===== src/rtl/posit_seq_pkg.sv =====
// Shared types for the posit operand sequencer.
//   N, ES, RS  : posit word, exponent field and regime magnitude widths
//   decoded_t  : one decoded posit operand
//   state_t    : sequencer FSM states
package posit_seq_pkg;

    localparam int unsigned N  = 8;
    localparam int unsigned ES = 4;
    localparam int unsigned RS = $clog2(N);

    // Mantissa carries the hidden bit in its MSB, fraction left-aligned below it.
    typedef struct packed {
        logic                sign;
        logic signed [RS:0]  regime;
        logic [ES-1:0]       exponent;
        logic [N-1:0]        mantissa;
        logic                inf;
        logic                zero;
    } decoded_t;

    typedef enum logic [1:0] {
        IDLE  = 2'd0,
        DEC_A = 2'd1,
        DEC_B = 2'd2,
        HOLD  = 2'd3
    } state_t;

endpackage


===== src/rtl/Data_Extraction.sv =====
// Combinational posit field extractor.
//   i_word  : raw posit word
//   o_dec_c : decoded fields {sign, regime, exponent, mantissa, inf, zero}
// Widths of o_dec_c come from posit_seq_pkg; N/ES/RS must match the package.
module Data_Extraction
    import posit_seq_pkg::decoded_t;
#(
    parameter int unsigned N  = posit_seq_pkg::N,
    parameter int unsigned ES = posit_seq_pkg::ES,
    parameter int unsigned RS = posit_seq_pkg::RS
) (
    input  logic [N-1:0] i_word,
    output decoded_t     o_dec_c
);

    localparam int unsigned BW = N - 1;   // body width below the sign bit
    localparam int unsigned FW = BW - ES; // fraction bits available after exponent

    logic [BW-1:0] w_body;
    logic [BW-1:0] w_shift;
    logic [RS:0]   w_run;
    logic          w_rc;
    logic          w_stop;
    logic          w_is_zero;
    logic          w_is_nar;

    // Negative posits are decoded from their two's complement magnitude.
    always_comb begin
        w_is_zero = (i_word == '0);
        w_is_nar  = (i_word == {1'b1, {BW{1'b0}}});
        w_body    = i_word[N-1] ? (~i_word[BW-1:0] + BW'(1)) : i_word[BW-1:0];
        w_rc      = w_body[BW-1];

        // Length of the leading run of regime bits.
        w_run  = '0;
        w_stop = 1'b0;
        for (int i = int'(BW) - 1; i >= 0; i--) begin
            if (!w_stop) begin
                if (w_body[i] == w_rc) begin
                    w_run = w_run + (RS+1)'(1);
                end else begin
                    w_stop = 1'b1;
                end
            end
        end

        // Drop regime run and its terminator; exponent then fraction remain.
        w_shift = w_body << (w_run + (RS+1)'(1));

        o_dec_c = '0;
        if (w_is_nar) begin
            o_dec_c.sign = 1'b1;
            o_dec_c.inf  = 1'b1;
        end else if (w_is_zero) begin
            o_dec_c.zero = 1'b1;
        end else begin
            o_dec_c.sign     = i_word[N-1];
            o_dec_c.regime   = w_rc ? (w_run - (RS+1)'(1)) : ((RS+1)'(0) - w_run);
            o_dec_c.exponent = w_shift[BW-1 -: ES];
            o_dec_c.mantissa = {1'b1, w_shift[FW-1:0], {ES{1'b0}}};
        end
    end

endmodule


===== src/rtl/posit_operand_sequencer.sv =====
// Decodes a posit operand pair through one time-shared extractor.
//   clk, reset          : clock, asynchronous active-high reset
//   in_valid/in_ready   : operand pair handshake, in_a/in_b raw posits
//   out_valid/out_ready : decoded pair handshake, out_a/out_b decoded operands
//   out_nar             : either decoded operand is NaR
//   pair_count          : completed output handshakes (wrapping)
//   busy                : sequencer not idle
module posit_operand_sequencer
    import posit_seq_pkg::decoded_t, posit_seq_pkg::state_t;
    import posit_seq_pkg::IDLE, posit_seq_pkg::DEC_A, posit_seq_pkg::DEC_B, posit_seq_pkg::HOLD;
#(
    parameter int unsigned N  = posit_seq_pkg::N,
    parameter int unsigned ES = posit_seq_pkg::ES,
    parameter int unsigned RS = posit_seq_pkg::RS
) (
    input  logic         clk,
    input  logic         reset,
    input  logic         in_valid,
    output logic         in_ready,
    input  logic [N-1:0] in_a,
    input  logic [N-1:0] in_b,
    output logic         out_valid,
    input  logic         out_ready,
    output decoded_t     out_a,
    output decoded_t     out_b,
    output logic         out_nar,
    output logic [15:0]  pair_count,
    output logic         busy
);

    state_t      r_state;
    logic [N-1:0] r_a_q;
    logic [N-1:0] r_b_q;
    decoded_t    r_out_a;
    decoded_t    r_out_b;
    logic [15:0] r_pair_count;

    logic [N-1:0] w_ext_in;
    decoded_t     w_dec;
    logic         w_accept;
    logic         w_out_fire;

    // Extractor sees a_q in DEC_A, b_q in DEC_B and zero otherwise.
    always_comb begin
        w_ext_in = '0;
        case (r_state)
            DEC_A:   w_ext_in = r_a_q;
            DEC_B:   w_ext_in = r_b_q;
            default: w_ext_in = '0;
        endcase
    end

    Data_Extraction #(
        .N  (N),
        .ES (ES),
        .RS (RS)
    ) u_extract (
        .i_word  (w_ext_in),
        .o_dec_c (w_dec)
    );

    assign in_ready   = (r_state == IDLE) || ((r_state == HOLD) && out_ready);
    assign out_valid  = (r_state == HOLD);
    assign busy       = (r_state != IDLE);
    assign out_a      = r_out_a;
    assign out_b      = r_out_b;
    assign out_nar    = r_out_a.inf | r_out_b.inf;
    assign pair_count = r_pair_count;

    assign w_accept   = in_valid && in_ready;
    assign w_out_fire = out_valid && out_ready;

    // Sequencer FSM with operand and result register banks.
    always_ff @(posedge clk or posedge reset) begin
        if (reset) begin
            r_state      <= IDLE;
            r_a_q        <= '0;
            r_b_q        <= '0;
            r_out_a      <= '0;
            r_out_b      <= '0;
            r_pair_count <= '0;
        end else begin
            if (w_out_fire) begin
                r_pair_count <= r_pair_count + 16'd1;
            end
            case (r_state)
                IDLE: begin
                    if (w_accept) begin
                        r_a_q   <= in_a;
                        r_b_q   <= in_b;
                        r_state <= DEC_A;
                    end
                end
                DEC_A: begin
                    r_out_a <= w_dec;
                    r_state <= DEC_B;
                end
                DEC_B: begin
                    r_out_b <= w_dec;
                    r_state <= HOLD;
                end
                HOLD: begin
                    // A new pair may be taken in the same cycle the result leaves.
                    if (out_ready) begin
                        if (in_valid) begin
                            r_a_q   <= in_a;
                            r_b_q   <= in_b;
                            r_state <= DEC_A;
                        end else begin
                            r_state <= IDLE;
                        end
                    end
                end
                default: r_state <= IDLE;
            endcase
        end
    end

endmodule


===== config.mk =====
export PLATFORM = sky130hd
export DESIGN_NAME = posit_operand_sequencer
export DESIGN_NICKNAME = d
export VERILOG_FILES = /design/src/rtl/posit_seq_pkg.sv /design/src/rtl/Data_Extraction.sv /design/src/rtl/posit_operand_sequencer.sv
export SDC_FILE = /design/constraint.sdc
export NUM_CORES = 1
export LEC_CHECK = 0
export BUFFER_PORTS_ARGS = -buffer_cell sky130_fd_sc_hd__buf_2
export CORE_MARGIN = 1
export CORE_UTILIZATION = 45
export CTS_BUF_LIST = sky130_fd_sc_hd__clkbuf_8
export CTS_CLUSTER_SIZE = 10
export DETAILED_ROUTE_END_ITERATION = 10
export HOLD_SLACK_MARGIN = 0.08
export PLACE_DENSITY_LB_ADDON = 0.08
export SLEW_MARGIN = 20
export SYNTH_ARGS = -nofsm -noshare
export SYNTH_HDL_FRONTEND = slang
export SYNTH_HIERARCHICAL = 1
export SYNTH_SLANG_ARGS = --single-unit

===== constraint.sdc =====
create_clock -name clk -period 4.63 [get_ports clk]
set_clock_uncertainty 0.15 [all_clocks]
set_input_delay 0.2315 -clock clk [delete_from_list [all_inputs] [get_ports clk]]
set_output_delay 0.2315 -clock clk [all_outputs]
set_load 0.03 [all_outputs]

==> results.md <==
* Result of the run: finished, final reports clean
* CTS tree: done
* Worst Max-Slew Pin Slew at approximately 0.66 ns
* Total CTS buffers at 9
* Vias in the first global route at between 2000 and 3000
* Fillers at slightly above 700
* Final setup violation count at 0
* Worst Path Required at around 4.7 ns
* Routability congestion estimate at 0.885
* Crit Path Class: flop to flop
* YS warnings at 6
* I/O Buffers at between 70 and 80
* CTS root buf: clkbuf_8
* Sequential share of the synthesized area at 0.453
* WL per Instance at between 15 and 20 um
* Fmax at 226 MHz
* Synth top area share at 0.453
* Compound-Gate Fraction of Synth Area at 0.130
* Total Nets Final at about 500
* Vias per cell at 5.28
* Main synth FF type: dfrtp_1
* Drt drc at 0
* Max-capacitance violation count at 0
* Grt ovf at 0
* Layout cells sized above 1 at 0.447
* Mux share of post-synthesis cell area at 0.164
* HP Class: input pin to flop
* Routed via count at roughly 3000
* Vert. Die Dim at about 96 um
* Inserted Diodes at 0
* Clock slew at reported path FFs at ~0.08 ns
* Post-synth EDFFs at 0
* FFs w/ async S/R, synth at 1.00
* Area leader, netlist: dfrtp_1
* Mapped cell area at 3980 um2
* Main combinational cell family by area after synthesis: multiplexers
* Tmin final at between 4 and 5 ns
* Flops & latches, synth at 72
* DRT iter0 DRCs at 111
* Crit path from: r_state[1]
* Crit Reg-Reg Startpoint: r_state[1]
* Startpoint types: flop
* Chip width at around 96 um
* CTS max path bufs at 2
* Core Footprint at ~8400 um2
* I/O Pins at between 70 and 80
* WP data arrival at 4.50 ns
* RSZ-0062 raised after global routing: false
* Synthesized area per cell at roughly 11 um2
* Skew-Pair Late Insertion Delay at around 0.34 ns
* Wirelength, routed at around 8.9 mm
* DP HPWL at approximately 6.6 mm
* Top post-synthesis cells by area: dfrtp_1 45%, mux2_2 16%, ha_1 3.1%, xnor2_1 2.9%, nor2b_1 2.0%
* Antenna Violating Nets Remaining at 0
* H-tree depth at 3
* # clock sinks at approximately 70
* Cells after Synth at around 360
* Fin crit share at 0.955
* CP Max Fanout at 9
* Total GRT Usage at 0.210
* Final instance area at approximately 5000 um2
* Synth-to-Final Area Change at 26.8%
* Adder-Cell Fraction of Synth Area at 0.0315
* Post-synth cell types at 66
* Initial Util at 0.474
* Post-synthesis simple-gate area fraction at 0.130
* 1st-pass router iterations at 4
* Max Slew Vio Count at 0
* Final hold vios at 0
* Rows at 33
* Die area at slightly above 9000 um2
* Hold Startpoint: in_valid
* Initial antenna violation count at 0
* Synth cell count leaders: 72 x dfrtp_1, 57 x mux2_2, 18 x nand2_1
* Pin count of the biggest net entering global routing at 43
* Critical path capture point type: flop
* Placed Area at 4590 um2
* Slew HR at 0.562
* First-pass GRT wire length at approximately 14 mm
* Most frequent cell after synthesis: dfrtp_1
* Xor/xnor share of the synthesized area at 0.0503
## metal layers
| layer | global-route usage | wire length [um] |
|---|---|---|
| met4 | 0.0535 | 83 |
| met5 | 0 | 0 |
| met2 | 0.349 | 4430 |
| met1 | 0.267 | 4030 |
| met3 | 0.0616 | 406 |
## cells in the final DEF (no fill, tap or decap), types with 2 or more instances in the layout
master / count
nand4_1: 4
and2_1: 2
a221o_1: 2
o22ai_1: 2
ha_4: 3
a22oi_1: 8
a211o_1: 2
a31oi_1: 2
nand2_1: 17
nor3_1: 7
nor4_1: 3
a211oi_2: 4
nand3_1: 10
a21oi_1: 13
inv_1: 13
mux2_2: 57
xor2_1: 8
buf_2: 77
dlygate4sd3_1: 18
a211oi_1: 2
or2_2: 2
nor2b_2: 4
o21ai_0: 6
nor2_1: 17
and4_1: 2
xnor2_1: 13
clkinv_2: 3
inv_2: 2
ha_1: 7
and3_1: 3
o21a_1: 2
dfrtp_2: 2
dfrtp_1: 70
conb_1: 4
nor2b_1: 8
o31ai_1: 2
clkbuf_8: 9
buf_4: 25
## per-stage QoR
| stage | hold WS [ns] | utilization | setup TNS (ns) | instances | worst slack [ns] |
|---|---|---|---|---|---|
| floorplan | 0.232 | - | 0 | 359 | 0.0450 |
| global route | 0.172 | 0.601 | 0 | 581 | 0.00131 |
| global placement | 0.217 | 0.547 | 0 | 547 | 0.0316 |
| CTS | 0.153 | 0.591 | 0 | 580 | 0.00121 |
| detailed placement | 0.214 | 0.547 | -0.885 | 547 | -0.165 |
| finish | 0.159 | 0.601 | 0 | 581 | 0.207 |
## final timing paths
| path | end | slack [ns] | cells after the start |
|---|---|---|---|
| max in group asynchronous | r_state[1] | 2.95 | 4 |
| setup reg to reg | out_a[12] | 0.21 | 19 |
| hold / removal | r_state[0] | 0.16 | 3 |
| min in group asynchronous | out_b[5] | 0.38 | 3 |
| hold reg to reg | pair_count[15] | 0.31 | 1 |
| setup / recovery | out_a[12] | 0.21 | 19 |
## logic make-up after synthesis
family | after synthesis
compound gates | 65
xor+xnor | 22
flops | 72
fa+ha+maj | 10
mux | 58
buf+inv | 35
simple gates | 93
other cells | 1
## sequential cells by signal (all words and copies together), names as in the netlist
signal and count:
out_a 19, out_b 19, pair_count 16, r_a_q 8, r_b_q 8, r_state 2
## area by class of cell
cell class	count	area, um2	area share
Multi-Input combinational cell	252	2100	0.417
Sequential cell	72	1800	0.358
Tap cell	105	131	0.0261
Clock buffer	9	124	0.0246
Inverter	17	66.3	0.0132
Timing Repair Buffer	120	753	0.149
Clock inverter	6	61.3	0.0122
## repair_timing
action | 4_1_cts | 5_1_grt
endpoints found under the setup margin | 9 | 14
endpoints found under the hold margin | 47 | 0
hold buffers | 18 | 0
pin swaps | 0 | 2
resized for setup | 1 | 21
buffers inserted | 0 | 1
## worst max-delay path, cell delays in order (launching register included)
cell      delay, ns
dfrtp_2        0.45
inv_2          0.09
ha_4           0.31
nor2b_1        0.17
inv_1          0.09
ha_1           0.21
and3b_1        0.19
a21o_2         0.25
or4_4          0.53
o21bai_4       0.22
and2_1         0.20
and2_1         0.17
inv_1          0.06
ha_1           0.23
inv_1          0.17
a211oi_2       0.07
a211oi_1       0.22
a221o_1        0.18
a21oi_1        0.07
mux2_2         0.26
Power is left out: the tool's default activity adds up to more than one toggle a clock period on the data nets, which glitch-free logic cannot reach.
